### config.mk
export PLATFORM = sky130hd
export DESIGN_NAME = clock_gate_sequencer
export DESIGN_NICKNAME = d
export VERILOG_FILES = /design/src/rtl/clock_gate_sequencer.sv
export SDC_FILE = /design/constraint.sdc
export NUM_CORES = 1
export LEC_CHECK = 0
export BUFFER_PORTS_ARGS = -buffer_cell sky130_fd_sc_hd__buf_2
export CORE_ASPECT_RATIO = 1.4
export CORE_MARGIN = 2
export CORE_UTILIZATION = 51
export DETAILED_ROUTE_END_ITERATION = 6
export PLACE_DENSITY = 0.72
export SYNTH_ARGS = -nofsm -noshare
export SYNTH_HDL_FRONTEND = slang
export SYNTH_SLANG_ARGS = --single-unit
### constraint.sdc
create_clock -name CLK -period 2.2 [get_ports CLK]
set_input_delay 0.44 -clock CLK [delete_from_list [all_inputs] [get_ports CLK]]
set_output_delay 0.44 -clock CLK [all_outputs]
set_load 0.05 [all_outputs]
### src/rtl/clock_gate_sequencer.sv
// clock_gate_sequencer: owns the COND/READY protocol of one gated clock domain.
// Sleep is a level request; the domain is drained (BUSY must stay low for
// IDLE_CYCLES consecutive samples) before COND drops, and on wake READY is
// held off for WAKE_CYCLES after COND returns. Runs on the ungated clock.
module clock_gate_sequencer #(
    parameter bit init        = 1'b1,
    parameter int IDLE_CYCLES = 4,
    parameter int WAKE_CYCLES = 2,
    parameter int CNT_W       = 8
) (
    input  logic        CLK,
    input  logic        RST_N,
    input  logic        SLEEP_REQ,
    input  logic        BUSY,
    output logic        COND,
    output logic        READY,
    output logic        ASLEEP,
    output logic [1:0]  STATE,
    output logic [15:0] SLEEP_CNT
);

    typedef enum logic [1:0] {
        ST_ON    = 2'd0,
        ST_DRAIN = 2'd1,
        ST_OFF   = 2'd2,
        ST_WAKE  = 2'd3
    } state_e;

    localparam state_e RST_STATE = init ? ST_ON : ST_OFF;

    // Compare limits, truncated to the counter width.
    localparam logic [CNT_W-1:0] IDLE_LIM = CNT_W'(IDLE_CYCLES - 1);
    localparam logic [CNT_W-1:0] WAKE_LIM = CNT_W'(WAKE_CYCLES - 1);

    // Out-of-range parameters are rejected when the design is elaborated.
    if (IDLE_CYCLES < 1 || IDLE_CYCLES >= (1 << CNT_W)) begin : g_bad_idle
        $error("clock_gate_sequencer: IDLE_CYCLES out of range 1..2^CNT_W-1");
    end
    if (WAKE_CYCLES < 1 || WAKE_CYCLES >= (1 << CNT_W)) begin : g_bad_wake
        $error("clock_gate_sequencer: WAKE_CYCLES out of range 1..2^CNT_W-1");
    end

    state_e             state_q, state_d;
    logic [CNT_W-1:0]   cnt_q, cnt_d;
    logic [15:0]        sleep_cnt_q, sleep_cnt_d;
    logic               cond_q, cond_d;
    logic               ready_q, ready_d;
    logic               asleep_q, asleep_d;

    // Next-state, shared drain/wake counter and sleep statistics.
    always_comb begin
        state_d     = state_q;
        cnt_d       = cnt_q;
        sleep_cnt_d = sleep_cnt_q;
        case (state_q)
            ST_ON: begin
                if (SLEEP_REQ) begin
                    state_d = ST_DRAIN;
                    cnt_d   = '0;
                end
            end
            ST_DRAIN: begin
                // A dropped request aborts the drain before anything else.
                if (!SLEEP_REQ) begin
                    state_d = ST_ON;
                end else if (BUSY) begin
                    cnt_d = '0;
                end else if (cnt_q == IDLE_LIM) begin
                    state_d = ST_OFF;
                    if (sleep_cnt_q != 16'hFFFF) sleep_cnt_d = sleep_cnt_q + 16'd1;
                end else begin
                    cnt_d = cnt_q + CNT_W'(1);
                end
            end
            ST_OFF: begin
                if (!SLEEP_REQ) begin
                    state_d = ST_WAKE;
                    cnt_d   = '0;
                end
            end
            ST_WAKE: begin
                // Wake always runs to completion; SLEEP_REQ is not looked at.
                if (cnt_q == WAKE_LIM) state_d = ST_ON;
                else                   cnt_d   = cnt_q + CNT_W'(1);
            end
            default: state_d = RST_STATE;
        endcase

        // Outputs are flopped from the next state so COND reaches the gater
        // straight from a register, with no decode glitches.
        cond_d   = (state_d != ST_OFF);
        ready_d  = (state_d == ST_ON);
        asleep_d = (state_d == ST_OFF);
    end

    // State, counters and decoded outputs; reset returns to the init state.
    always_ff @(posedge CLK or negedge RST_N) begin
        if (!RST_N) begin
            state_q     <= RST_STATE;
            cnt_q       <= '0;
            sleep_cnt_q <= '0;
            cond_q      <= init;
            ready_q     <= init;
            asleep_q    <= !init;
        end else begin
            state_q     <= state_d;
            cnt_q       <= cnt_d;
            sleep_cnt_q <= sleep_cnt_d;
            cond_q      <= cond_d;
            ready_q     <= ready_d;
            asleep_q    <= asleep_d;
        end
    end

    assign COND      = cond_q;
    assign READY     = ready_q;
    assign ASLEEP    = asleep_q;
    assign STATE     = state_q;
    assign SLEEP_CNT = sleep_cnt_q;

endmodule
## Yosys cells after proc, flatten, opt, wreduce, memory -nomap -nowiden

Cells that the tools add are included.

- Bitwise gates (word level): 1
- $add $sub $neg: 2
- Eq/ne operators: 13
- Reductions and logical operators: 4
- Mux-type cells: 14

Operators with widths:

| kind | number |
|---|---|
| 2-to-1 mux 8 bit | 6 |
| case mux 8 bit (4 select lines) | 1 |
| adder 16 x 1 -> 16 bit (second input constant) | 1 |
| inequality test 16 bit (second input constant) | 1 |
| 2-to-1 mux 2 bit | 6 |
| inequality test 2 bit (second input constant) | 5 |
| AND reduction 5 bit | 2 |
| adder 8 x 1 -> 8 bit (second input constant) | 1 |
| == test 8 x 1 -> 1 bit (second input constant) | 1 |
| == test 8 x 2 -> 1 bit (second input constant) | 1 |
| case mux 2 bit (4 select lines) | 1 |
| == test 2 bit (second input constant) | 3 |
| logical NOT 2 bit | 2 |
| inequality test 3 bit (second input constant) | 1 |
| == test 2 x 1 -> 1 bit (second input constant) | 1 |
| inverter 1 bit | 1 |

- Output and inout port bits: 21
- Register bits after elaboration: 29
- Word-level logic and storage cells: 40
- Bits of input ports: 4

## Depth between registers and ports, before layout

- Word-level depth: 6
- Mapped depth: 7
- Depth with buffers taken out: 6

## Least setup slack after synthesis

Ideal clock, no wire load.

- Path type: register to register
- From: register sleep_cnt_q[0] (netlist: SLEEP_CNT[0])
- To: register sleep_cnt_q[10] (netlist: SLEEP_CNT[10])
- Library setup time: 0.141 ns
- Arrival: 1.861 ns
- Slack: 0.198 ns
- Cell stages (with the launch flop): 7
- Path buffers: 0
- Cells stage by stage: dfrtp_1 ha_1 nand2_1 nor3_1 nor3b_2 nand3_1 xnor2_1

- Longest elaborated chain between the ends: 2
- Elaborated cells between the ends (all ways): 3
- Those cells by class: 1 x add/sub; 1 x eq/ne; 1 x reduce/logical

RTL lines:

| item | RTL line | source |
|---|---|---|
| start, declared | 45 | `logic [15:0] sleep_cnt_q, sleep_cnt_d;` |
| start signal, assigned | 108 | `sleep_cnt_q <= sleep_cnt_d;` |
| branches (longest 2 deep; another with adder 16 x 1 -> 16 bit) | n/a |  |

Several ways; the timed one is not identified.
A chain may end at the register's enable or synchronous reset.

## Worst setup path in the final report

- From: register cnt_q[0]
- To: register sleep_cnt_q[4] (netlist: SLEEP_CNT[4])

- Longest elaborated chain between the ends: 2

RTL lines:

| item | RTL line | source |
|---|---|---|
| start, declared | 44 | `logic [CNT_W-1:0] cnt_q, cnt_d;` |
| start signal, assigned | 107 | `cnt_q <= cnt_d;` |
| == test 8 x 2 -> 1 bit | 68 | `end else if (cnt_q == IDLE_LIM) begin` |
| AND reduction 5 bit (no line) | n/a |  |

No other way between the ends.

==> impl_results.md <==
* Worst-path fanout max at 7
* Family with the most delay on the worst path: simple AND/OR/NAND/NOR gates
* Final WS setup at between 0.15 and 0.2 ns
* Row count at 22
* Dominant cell type by area after synthesis: dfrtp_1
* Crit share post-route at 0.918
* Die width at 48.9 um
* Fillers at 235
* Critical Path, Cell by Cell: ha_1 -> nor3b_1 -> nand4_2 -> a21oi_2 -> nand4_1 -> xnor2_1
* Ant. Diodes at 0
* Post-Syn Area at 1440 um2
* Sw Ratio at 0.256
* Initial core utilization at 0.540
* Vias in the first global route at 1159
* Pins Over Slew Limit at 0
* Sequential Power Share at 0.552
* Worst IR drop on VDD at 664 uV
* Post-DR vias/cell at 5.72
* CP peak stage delay at 0.46 ns
* Placeable Area at 2670 um2
* Area grow syn2layout at 16.0%
* Top-area cell type share of the netlist area at 0.469
* Vias at 1161
* Critical path data required time at 2.45 ns
* CP Capture Type: flop
* Largest net degree at the start of global routing at 30
* Sw Pwr at between 200 and 300 uW
* Initial antenna violation count at 0
* Post-cts gate resize count at 0
* Sequential Area at 728 um2
* Pre-CTS setup slack at 0.189 ns
* Final hold violation count at 0
* Hold Buf Count CTS at 0
* Layout cells sized above 1 at 0.287
* GRT Residual Overflow at 0
* TNS Setup at 0 ns
* Post-CTS setup buffers at 0
* # DRC at 0
* Synth warnings at 0
* Syn Nets at 143
* Outcome: completed
* Worst-Skew Late Latency at 0.33 ns
* Arrival @ worst endpoint at 2.27 ns
* Drt wl/cell at 14.5 um
* Number of CTS-inserted buffers at 5
* Dpl cells at 195
* Clk pwr share at 0.364
* Post-route ant nets at 0
* CTS root buffer: clkbuf_4
* Die area at roughly 3300 um2
* Layout Skew at around 0.010 ns
* Clk buf depth at 2
* Die height at roughly 67 um
* Type of the most critical hold path: input pin to async pin
* First-pass GRT wire length at a little over 5000 um
* GRT Resource Usage Total at 0.209
* DRT Wirelength at 2940 um
* Leakage at 0.000824 uW
* Post-Synthesis Cells at 136
* # port buffers at 24
* Ys flop type: dfrtp_1
* Slew @ Worst Pin at 0.628 ns
* Post-route insts no fill at around 200
* # clock sinks at 29
* Max frequency at 495 MHz
* Average size of a mapped cell at 10.6 um2
* Ranking of synthesized cells by area: dfrtp_1 (47%), xnor2_1 (5.5%), nand4_1 (4.3%)
* Pint at 753 uW
* Combinational cell fraction of total power at 0.084
* Slew headroom at 0.582
* RSZ-0062 raised after global routing: no
* DP Wirelength at 2170 um
* Multi-input gate area in the final layout at ~690 um2
* Fraction of registers with async set/reset at 1.00
* # H-tree levels at 2
* Fin crit period at 2.02 ns
* Clock-pin slew on the worst setup and hold paths at 0.10 ns
* DRT iter0 DRCs at 28
* Max-cap violations at 0
* Yosys cell types at 36
* First-pass DRT Iterations at 4
* Worst setup path class: flop to flop
* Count of buffer and inverter cells on the critical path at 0
* TritonCTS clock tree: done
* Post-synth EDFFs at 0
* Sequential area share after synthesis at 0.505
* Nets at 173
* Ports at 25
* Crit start category: flop
* Routability-driven placement congestion ratio at a little over 0.8
* PwrDens at 605 nW/um2
* Final setup fails at 0
* Slowest CP cell: dfrtp_1
* FF+latch count, synth at 29
[kinds of logic after synthesis]
kind of cell / synth area share
multiplexers: 0.0156
AO/OA/AOI/OAI: 0.0851
AND/OR/NAND/NOR: 0.258
XOR/XNOR: 0.0911
flip-flops: 0.505
adder cells (fa/ha/maj): 0.0260
buffers and inverters: 0.0191
[Yosys cell counts (3+ instances only)]
cell type,n
a21oi_1,6
and3_1,4
dfrtp_1,27
ha_1,3
inv_1,4
nand2_1,8
nand3_1,10
nand4_1,10
nor2_1,8
o21ai_0,7
or3_1,5
xnor2_1,9
xor2_1,6
[layout by cell type, fill, tap and decap left out, types with 3 or more instances in the layout]
master     n
clkbuf_4   5
a21oi_1    6
o21ai_0    7
inv_1      4
nand3_1   10
xnor2_1    9
dfrtp_1   27
xor2_1     6
nor2_1     8
buf_2     24
ha_1       3
nand4_1   10
or3_1      5
nand2_1    8
and3_1     4
[path summary, 6_finish.rpt]
| path | startpoint | end | slack [ns] | cells after the start |
|---|---|---|---|---|
| worst max-delay path | cnt_q[0] | SLEEP_CNT[4] | 0.18 | 6 |
| worst min-delay path | RST_N | ASLEEP | 0.11 | 1 |
| worst max register to register | cnt_q[0] | SLEEP_CNT[4] | 0.18 | 6 |
| worst min register to register | SLEEP_CNT[7] | SLEEP_CNT[7] | 0.49 | 1 |
| max in group asynchronous | RST_N | SLEEP_CNT[15] | 1.66 | 1 |
| min in group CLK | SLEEP_REQ | READY | 0.41 | 2 |
[power groups by stage]
stage          clock network (uW)  logic, uW  registers, uW
2_1_floorplan                   0       33.3            591
3_3_place_gp                    0       83.1            567
3_5_place_dp                    0       84.1            568
4_1_cts                       378       85.6            559
5_1_grt                       407       93.7            561
6_report                      368       84.6            558
[through the flow]
step | hold slack, ns | total power, uW | util | instance area, um2
global route | 0.158 | 1060 | 0.626 | 1670
global placement | 0.481 | 650 | 0.600 | 1600
detailed placement | 0.479 | 653 | 0.600 | 1600
CTS | 0.130 | 1020 | 0.626 | 1670
floorplan | 0.144 | 624 | - | 1440
finish | 0.114 | 1010 | 0.626 | 1670
[flip-flops by register name, indices dropped and copies added (netlist names)]
signal and count:
SLEEP_CNT 16, cnt_q 8, STATE 2, ASLEEP 1
COND 1, READY 1
[per-layer routing]
layer | vias up | wire length, um | share of wire | global-route usage
li1 | 547 | - | - | -
met1 | 580 | 1180 | 0.40 | 0.219
met2 | 32 | 1600 | 0.55 | 0.370
met3 | 2 | 139 | 0.047 | 0.0717
met4 | 0 | 20 | 0.0068 | 0.107
met5 | - | 0 | 0 | 0
[final cells by class]
class / count / area share
multi-input cells: 101 / 0.410
clock inverters: 1 / 0.00299
repair buffers: 25 / 0.0763
flip-flops and latches: 29 / 0.436
clock buffers: 7 / 0.0389
well taps: 36 / 0.0269
inverters: 4 / 0.00898
(Power assumes the default switching activity.)
